--- src/rtl/sum_accumulator.sv ---
// sum_accumulator: sums a batch of N_OPS operands into an 8-bit accumulator with sticky carry/overflow and a done/ack handshake
module sum_accumulator #(
  parameter int N_OPS = 4
) (
  input  logic       clock,
  input  logic       reset_,
  input  logic [7:0] X,
  input  logic       dav_,
  output logic       rfd,
  output logic [7:0] S,
  output logic       c_out,
  output logic       ow,
  output logic       done,
  input  logic       ack
);
  typedef enum logic [1:0] {S_IDLE, S_WAITH, S_DONE, S_ACKL} state_t;
  localparam logic [7:0] N_LAST = 8'(N_OPS);
  state_t state, state_n;
  logic [7:0] acc, acc_n, cnt, cnt_n;
  logic       c, c_n, ov, ov_n, rfd_n, done_n;
  logic [8:0] sum;
  assign sum   = {1'b0, acc} + {1'b0, X};
  assign S     = acc;
  assign c_out = c;
  assign ow    = ov;
  // handshake sequencing and per-step accumulation
  always_comb begin
    state_n = state;
    acc_n   = acc;
    c_n     = c;
    ov_n    = ov;
    cnt_n   = cnt;
    rfd_n   = rfd;
    done_n  = done;
    case (state)
      S_IDLE: if (!dav_) begin
        acc_n   = sum[7:0];
        c_n     = c | sum[8];
        ov_n    = ov | ((acc[7] == X[7]) & (sum[7] != acc[7]));
        cnt_n   = cnt + 8'd1;
        rfd_n   = 1'b0;
        state_n = S_WAITH;
      end
      S_WAITH: if (dav_) begin
        done_n  = cnt == N_LAST;
        rfd_n   = cnt != N_LAST;
        state_n = cnt == N_LAST ? S_DONE : S_IDLE;
      end
      S_DONE: if (ack) begin
        done_n  = 1'b0;
        acc_n   = '0;
        c_n     = 1'b0;
        ov_n    = 1'b0;
        cnt_n   = '0;
        state_n = S_ACKL;
      end
      S_ACKL: if (!ack) begin
        rfd_n   = 1'b1;
        state_n = S_IDLE;
      end
      default: state_n = S_IDLE;
    endcase
  end
  // state and registered outputs
  always_ff @(posedge clock or negedge reset_) begin
    if (!reset_) begin
      state <= S_IDLE;
      acc   <= '0;
      c     <= 1'b0;
      ov    <= 1'b0;
      cnt   <= '0;
      rfd   <= 1'b1;
      done  <= 1'b0;
    end else begin
      state <= state_n;
      acc   <= acc_n;
      c     <= c_n;
      ov    <= ov_n;
      cnt   <= cnt_n;
      rfd   <= rfd_n;
      done  <= done_n;
    end
  end
endmodule

--- config.mk ---
export PLATFORM = sky130hd
export DESIGN_NAME = sum_accumulator
export DESIGN_NICKNAME = d
export VERILOG_FILES = /design/src/rtl/sum_accumulator.sv
export SDC_FILE = /design/constraint.sdc
export NUM_CORES = 1
export LEC_CHECK = 0
export CORE_MARGIN = 2
export CORE_UTILIZATION = 40
export DETAILED_ROUTE_END_ITERATION = 8
export MAX_ROUTING_LAYER = met4
export PLACE_DENSITY_LB_ADDON = 0.3
export SLEW_MARGIN = 40
export SYNTH_ARGS = -nofsm -noshare
export SYNTH_HDL_FRONTEND = slang
export SYNTH_SLANG_ARGS = --single-unit
--- constraint.sdc ---
create_clock -name clock -period 2.1 [get_ports clock]
set_input_delay 0.315 -clock clock [delete_from_list [all_inputs] [get_ports clock]]
set_output_delay 0.315 -clock clock [all_outputs]
set_load 0.005 [all_outputs]
==> impl_metrics.prom, run 1 <==
# TYPE chip_impl_metric gauge
chip_impl_info{name="run_status",value="finished, final reports clean"} 1
chip_impl_metric{name="clock_latency",unit="ns"} 0.30
chip_impl_info{name="rsz0062_at_grt",value="no"} 1
chip_impl_metric{name="yosysWarnings",unit=""} 0
chip_impl_metric{name="peakVddDrop",unit="µV"} 597.5
chip_impl_metric{name="power_frac_comb",unit=""} 0.514
chip_impl_metric{name="synth-compound-area-share",unit=""} 0.2062
chip_impl_metric{name="power.share.sequential",unit=""} 0.376
chip_impl_metric{name="power_density",unit="nW/µm²"} 1213
chip_impl_metric{name="dpl-instance-area",unit="µm²"} 1690
chip_impl_metric{name="report.final.hold_viol_count",unit=""} 0
chip_impl_metric{name="post_synth_mux_area_share",unit=""} 0.01467
chip_impl_metric{name="drtIter0Drc",unit=""} 58
chip_impl_info{name="yosys-top-cells-count",value="dfrtp_1 (21), nand2_1 (16), nor2_1 (12), ha_1 (10), o21ai_0 (10)"} 1
chip_impl_metric{name="fin_total_pwr",unit="mW"} 2.103
chip_impl_metric{name="synthesis.area_per_instance",unit="µm²"} 9.414
chip_impl_metric{name="synth-async-reset-ratio",unit=""} 1.000
chip_impl_metric{name="drive_gt1_frac",unit=""} 0.1029
chip_impl_metric{name="antenna_violations_before_repair",unit=""} 0
chip_impl_metric{name="power.static_leakage",unit="nW"} 0.7603
chip_impl_metric{name="power_switching",unit="µW"} 813.7
chip_impl_metric{name="synth_top_cell_area_share",unit=""} 0.3850
chip_impl_metric{name="drt_first_pass_iters",unit=""} 4
chip_impl_info{name="tritoncts",value="built"} 1
chip_impl_metric{name="switching_share",unit=""} 0.3869
chip_impl_metric{name="clkSlewWorstSetupHoldPaths",unit="ns"} 0.12
chip_impl_metric{name="final_max_slew_viols",unit=""} 0
chip_impl_metric{name="clock_skew",unit="ns"} 0.0004783
chip_impl_metric{name="place.gp.congestion",unit=""} 0.8202
chip_impl_metric{name="cts.hold.buffers_added",unit=""} 0
chip_impl_metric{name="timing.critical_path.buf_inv",unit=""} 0
chip_impl_info{name="endpoint_kind",value="register"} 1
chip_impl_metric{name="grt_first_pass_wirelength",unit="µm"} 5168
chip_impl_metric{name="crit_path_max_fanout",unit=""} 3
chip_impl_metric{name="xor_and_xnor_fraction_of_the_mapped_netlist_area",unit=""} 0.03208
chip_impl_info{name="combinational_family_with_the_most_area_after_synthesis",value="compound AO/OA/AOI/OAI gates"} 1
chip_impl_metric{name="setup_viol",unit=""} 0
chip_impl_metric{name="count_of_flip_flops_with_a_built_in_enable_after_synthesis",unit=""} 0
chip_impl_metric{name="die_area",unit="µm²"} 3896
chip_impl_metric{name="post_synth_instance_area",unit="µm²"} 1365
chip_impl_info{name="critPathLaunchType",value="register"} 1
chip_impl_metric{name="worst_r2r_path_depth",unit=""} 6
chip_impl_metric{name="global_route.usage.total",unit=""} 0.1712
chip_impl_metric{name="core.rowCount",unit=""} 21
chip_impl_metric{name="num_vias",unit=""} 1203
chip_impl_metric{name="numPortBuffers",unit=""} 23
chip_impl_metric{name="cts_buffers",unit=""} 3
chip_impl_metric{name="initial_utilization",unit=""} 0.4123
chip_impl_metric{name="ys_seq_elements",unit=""} 22
chip_impl_info{name="critical_path_class",value="reg -> reg"} 1
chip_impl_metric{name="power.share.clock",unit=""} 0.110
chip_impl_metric{name="avgRoutedWirePerCell",unit="µm"} 13.62
chip_impl_info{name="yosys.area.top_type",value="dfrtp_1"} 1
chip_impl_metric{name="timing.final.crit_share",unit=""} 0.9258
chip_impl_metric{name="max-clock-path-buffers",unit=""} 2
chip_impl_metric{name="final_cell_area",unit="µm²"} 1734
chip_impl_metric{name="grt_remaining_overflow",unit=""} 0
chip_impl_metric{name="tightestPinTransition",unit="ns"} 0.5111
chip_impl_metric{name="syn_to_final_growth",unit="%"} 27.04
chip_impl_metric{name="cts_resized",unit=""} 1
chip_impl_metric{name="post-cts-setup-buffers",unit=""} 0
chip_impl_metric{name="top_level_i_o_count",unit=""} 24
chip_impl_metric{name="power_report.internal_total",unit="mW"} 1.289
chip_impl_metric{name="place.detailed.hpwl",unit="µm"} 2321
chip_impl_metric{name="relSlewSlack",unit=""} 0.6582
chip_impl_metric{name="htree_num_levels",unit=""} 1
chip_impl_metric{name="synthAdderAreaFrac",unit=""} 0.1063
chip_impl_metric{name="net_count_of_the_finished_layout",unit=""} 199
chip_impl_metric{name="max_cap_violation_count",unit=""} 0
chip_impl_metric{name="first_global_vias",unit=""} 1182
chip_impl_metric{name="min_clock_period_post_route",unit="ns"} 1.944
chip_impl_metric{name="postSynthCellCount",unit=""} 145
chip_impl_info{name="min_path_type",value="in -> async"} 1
chip_impl_metric{name="share_of_synthesized_cell_area_in_and_or_nand_and_nor_gates",unit=""} 0.2007
chip_impl_metric{name="drc_violations_left",unit=""} 0
chip_impl_info{name="crit_chain",value="ha_1 > fa_1 > a21oi_2 > o21ai_2 > mux2i_1 > a221o_1"} 1
chip_impl_metric{name="cts.sinks",unit=""} 22
chip_impl_info{name="most_frequently_used_cell_type_in_the_post_synthesis_netlist",value="dfrtp_1"} 1
chip_impl_metric{name="reg2reg_setup_slack",unit="ns"} 0.16
chip_impl_metric{name="floorplan.die.width",unit="µm"} 62.42
chip_impl_info{name="critical-path-top-delay-family",value="adder cells"} 1
chip_impl_metric{name="cp_data_arrival_time",unit="ns"} 2.14
chip_impl_metric{name="synth_fp_nets",unit=""} 168
chip_impl_info{name="ys_dominant_reg_cell",value="dfrtp_1"} 1
chip_impl_info{name="synth_top_cells_by_area",value="dfrtp_1 (38%), ha_1 (9.2%), nand2_1 (4.4%)"} 1
chip_impl_metric{name="core_region_area",unit="µm²"} 3311
chip_impl_metric{name="drt.antenna.violating_nets",unit=""} 0
chip_impl_metric{name="diodes",unit=""} 0
chip_impl_info{name="crit_path_top_delay_cell",value="dfrtp_1"} 1
chip_impl_metric{name="timing.critical_path.slowest_cell_delay",unit="ns"} 0.42
chip_impl_metric{name="routed_via_density",unit=""} 5.443
chip_impl_metric{name="synth_cell_type_count",unit=""} 39
chip_impl_info{name="critical_path.reg2reg.endpoint",value="S[6]"} 1
chip_impl_info{name="critical_path.reg2reg.startpoint",value="S[0]"} 1
chip_impl_metric{name="grt_max_degree",unit=""} 14
chip_impl_info{name="cts_root_buffer",value="clkbuf_4"} 1
chip_impl_metric{name="timing.critical_path.required",unit="ns"} 2.30
chip_impl_metric{name="timing.fmax",unit="GHz"} 0.5144
chip_impl_metric{name="dieHeight",unit="µm"} 62.42
chip_impl_metric{name="routed_wl",unit="µm"} 3011
chip_impl_metric{name="synth_sequential_area_ratio",unit=""} 0.4042
chip_impl_metric{name="finalSetupTns",unit="ns"} 0
==> layout make-up <==
type	instances	area [µm²]
well taps	46	57.56
repair buffers	32	297.8
clock buffers	4	36.28
multi-input cells	112	772.0
fillers	330	1577
inverters	5	18.77
flip-flops and latches	22	551.8
==> state kept, by name (all words and copies together) (netlist names), named ones only <==
register and flops:
c_out 1, rfd 1, cnt 8, S 8, done 1, ow 1, state 1
==> layer usage <==
layer,vias up,share of wire,wire (µm),track usage
li1,595,-,-,-
met1,572,0.47,1427,0.2177
met2,31,0.47,1409,0.2715
met3,5,0.035,106,0.01982
met4,0,0.023,68,0.08611
met5,-,0,0,-
==> power by group through the flow <==
stage / sequential, mW / combinational [mW] / clock [mW]
4_1_cts: 0.788 / 1.08 / 0.239
5_1_grt: 0.823 / 1.20 / 0.262
3_5_place_dp: 0.790 / 1.07 / 0
6_report: 0.790 / 1.08 / 0.231
2_1_floorplan: 0.739 / 0.701 / 0
3_3_place_gp: 0.781 / 1.03 / 0
==> stage by stage <==
stage / utilization / worst slack, ns / cells / hold slack (ns)
after floorplan: - / 0.1834 / 145 / 0.01941
after CTS: 0.5215 / 0.04425 / 221 / 0.3470
after detailed placement: 0.5106 / -0.3318 / 217 / 0.4935
final: 0.5238 / 0.1559 / 221 / 0.3392
after global routing: 0.5238 / 0.05910 / 221 / 0.3482
after global placement: 0.5106 / -0.2005 / 217 / 0.4904
==> placed cells by master (no fill, tap or decap), drive strengths merged, types with 5 or more instances in the layout <==
cell,n
nor2,12
inv,5
dfrtp,21
ha,10
clkdlybuf4s50,23
nand2,16
a21oi,7
xnor2,5
o21ai,12
buf,9
==> logic make-up (layout without fill, tap and decap cells) <==
logic type	count (synthesis)	after routing
adders and majority gates	11	11
xor gates and xnor gates	5	5
and+or+nand+nor	52	52
AOI/OAI and AO/OA	42	42
DFF	22	22
buffers and inverters	11	41
muxes	2	2
==> worst max path at each step <==
stage,startpoint,endpoint,slack [ns],cells after the start
final,S[0],S[6],0.16,6
after global routing,S[0],S[6],0.06,6
after CTS,S[0],S[6],0.04,6
after detailed placement,X[0],S[6],-0.33,7
after global placement,X[0],S[6],-0.20,7
after floorplan,S[0],S[6],0.18,6
(Power assumes the default switching activity.)
==> inputs of run 2 (changes only) <==
PLACE_DENSITY_LB_ADDON = 0.08   (was 0.3)
SLEW_MARGIN = 0   (was 40)
==> impl_metrics.prom, run 2 (same netlist as run 1, synthesis figures left out) <==
# TYPE chip_impl_metric gauge
chip_impl_info{name="endpoint_kind",value="register"} 1
chip_impl_metric{name="net_count_of_the_finished_layout",unit=""} 201
chip_impl_metric{name="antenna_violations_before_repair",unit=""} 0
chip_impl_metric{name="tightestPinTransition",unit="ns"} 0.4806
chip_impl_info{name="cts_root_buffer",value="clkbuf_4"} 1
chip_impl_metric{name="power_density",unit="nW/µm²"} 1188
chip_impl_metric{name="die_area",unit="µm²"} 3896
chip_impl_metric{name="post-place-cells",unit=""} 219
chip_impl_metric{name="core.rowCount",unit=""} 21
chip_impl_metric{name="power.share.clock",unit=""} 0.099
chip_impl_metric{name="power_switching",unit="µW"} 801.8
chip_impl_metric{name="crit_path_max_fanout",unit=""} 3
chip_impl_metric{name="avgRoutedWirePerCell",unit="µm"} 13.79
chip_impl_metric{name="switching_share",unit=""} 0.3888
chip_impl_metric{name="cts.sinks",unit=""} 22
chip_impl_metric{name="place.gp.congestion",unit=""} 0.7824
chip_impl_metric{name="routed_via_density",unit=""} 5.372
chip_impl_metric{name="floorplan.die.width",unit="µm"} 62.42
chip_impl_metric{name="num_vias",unit=""} 1198
chip_impl_metric{name="clkSlewWorstSetupHoldPaths",unit="ns"} 0.12
chip_impl_metric{name="setup_viol",unit=""} 0
chip_impl_metric{name="clock_skew",unit="ns"} 0.002434
chip_impl_metric{name="timing.final.crit_share",unit=""} 0.9280
chip_impl_info{name="min_path_type",value="in -> async"} 1
chip_impl_metric{name="numPortBuffers",unit=""} 23
chip_impl_metric{name="global_route.usage.total",unit=""} 0.1850
chip_impl_metric{name="cp_data_arrival_time",unit="ns"} 2.15
chip_impl_info{name="rsz0062_at_grt",value="no"} 1
chip_impl_metric{name="core_region_area",unit="µm²"} 3311
chip_impl_metric{name="finalNonFillerCells",unit=""} 223
chip_impl_metric{name="timing.fmax",unit="GHz"} 0.5132
chip_impl_info{name="tritoncts",value="built"} 1
chip_impl_metric{name="peakVddDrop",unit="µV"} 521.5
chip_impl_metric{name="routed_wl",unit="µm"} 3075
chip_impl_metric{name="drc_violations_left",unit=""} 0
chip_impl_metric{name="report.final.hold_viol_count",unit=""} 0
chip_impl_metric{name="clock_latency",unit="ns"} 0.31
chip_impl_metric{name="reg2reg_setup_slack",unit="ns"} 0.15
chip_impl_metric{name="finalSetupTns",unit="ns"} 0
chip_impl_metric{name="timing.critical_path.required",unit="ns"} 2.31
chip_impl_metric{name="power_frac_comb",unit=""} 0.528
chip_impl_metric{name="diodes",unit=""} 0
chip_impl_metric{name="syn_to_final_growth",unit="%"} 27.13
chip_impl_metric{name="drt_first_pass_iters",unit=""} 4
chip_impl_metric{name="relSlewSlack",unit=""} 0.6762
chip_impl_metric{name="htree_num_levels",unit=""} 1
chip_impl_info{name="critPathLaunchType",value="register"} 1
chip_impl_info{name="critical_path.reg2reg.endpoint",value="S[6]"} 1
chip_impl_metric{name="max_cap_violation_count",unit=""} 0
chip_impl_metric{name="grt_remaining_overflow",unit=""} 0
chip_impl_metric{name="dpl-instance-area",unit="µm²"} 1705
chip_impl_metric{name="fin_total_pwr",unit="mW"} 2.062
chip_impl_info{name="final_common_cell",value="clkdlybuf4s50_1"} 1
chip_impl_metric{name="min_clock_period_post_route",unit="ns"} 1.949
chip_impl_info{name="worst_setup_path_startpoint",value="S[0]"} 1
chip_impl_info{name="critical_path_class",value="reg -> reg"} 1
chip_impl_metric{name="power.share.sequential",unit=""} 0.373
chip_impl_metric{name="top_level_i_o_count",unit=""} 24
chip_impl_metric{name="place.detailed.hpwl",unit="µm"} 2354
chip_impl_info{name="critical_path.reg2reg.startpoint",value="S[0]"} 1
chip_impl_metric{name="final_cell_area",unit="µm²"} 1735
chip_impl_metric{name="worst_r2r_path_depth",unit=""} 6
chip_impl_metric{name="drt.antenna.violating_nets",unit=""} 0
chip_impl_metric{name="cts_buffers",unit=""} 3
chip_impl_metric{name="first_global_vias",unit=""} 1179
chip_impl_metric{name="dieHeight",unit="µm"} 62.42
chip_impl_metric{name="power_report.internal_total",unit="mW"} 1.260
chip_impl_metric{name="power.static_leakage",unit="nW"} 0.7627
chip_impl_metric{name="max-clock-path-buffers",unit=""} 2
chip_impl_metric{name="cts.hold.buffers_added",unit=""} 0
chip_impl_info{name="layout_common_cells",value="clkdlybuf4s50_1 (23), dfrtp_1 (21), nand2_1 (16)"} 1
chip_impl_info{name="run_status",value="finished, final reports clean"} 1
chip_impl_info{name="worstSetupEndpoint",value="S[6]"} 1
chip_impl_metric{name="final_max_slew_viols",unit=""} 0
chip_impl_metric{name="initial_utilization",unit=""} 0.4123
chip_impl_metric{name="drtIter0Drc",unit=""} 63
chip_impl_metric{name="grt_first_pass_wirelength",unit="µm"} 5678
chip_impl_metric{name="drive_gt1_frac",unit=""} 0.1017
chip_impl_metric{name="grt_max_degree",unit=""} 23
==> run 2: how the worst min path moves through the flow <==
| stage | startpoint | to | slack (ns) | cells past startpoint |
|---|---|---|---|---|
| after floorplan | reset_ | S[0] | 0.02 | 0 |
| after global placement | ow | ow | 0.49 | 2 |
| after detailed placement | ow | ow | 0.49 | 2 |
| after CTS | reset_ | cnt[4] | 0.33 | 2 |
| after global routing | reset_ | cnt[4] | 0.35 | 2 |
| final | reset_ | cnt[4] | 0.34 | 2 |
==> run 2: layout make-up <==
class	instances	area, µm²
fill	341	1575
multi-input combinational	112	768.2
sequential	22	551.8
timing repair buffer	34	312.8
tap	46	57.56
clock buffer	4	26.28
inverter	5	18.77
==> run 2: power by group through the flow <==
stage | sequential [mW] | clock, mW | combinational, mW
after detailed placement | 0.777 | 0 | 1.08
after floorplan | 0.739 | 0 | 0.701
final | 0.769 | 0.204 | 1.09
after global placement | 0.772 | 0 | 1.06
after CTS | 0.770 | 0.213 | 1.09
after global routing | 0.808 | 0.233 | 1.24
==> run 2: critical path: stages (launching register included) <==
cell	delay, ns
dfrtp_1	0.42
ha_1	0.24
fa_1	0.42
a21oi_2	0.17
o21ai_1	0.13
mux2i_1	0.14
a221o_1	0.32
==> run 2: layer usage <==
metal	vias up	routed length, µm	GRT usage
li1	596	-	-
met2	22	1453	0.2769
met4	0	32	0.05833
met3	4	99	0.01982
met1	576	1489	0.2651
met5	-	0	-
==> run 2: stage by stage <==
| step | hold WS [ns] | setup slack (ns) | utilization |
|---|---|---|---|
| final | 0.3389 | 0.1513 | 0.5242 |
| after global routing | 0.3523 | 0.04859 | 0.5242 |
| after CTS | 0.3346 | 0.04153 | 0.5231 |
| after global placement | 0.4899 | -0.2005 | 0.5151 |
| after floorplan | 0.01941 | 0.1834 | - |
| after detailed placement | 0.4919 | -0.2290 | 0.5151 |
==> run 2: repair_timing <==
| action | 4_1_cts | 5_1_grt |
|---|---|---|
| gates resized for setup | 0 | 2 |
| endpoints found under the setup margin | 0 | 1 |
| buffers inserted | 0 | 0 |
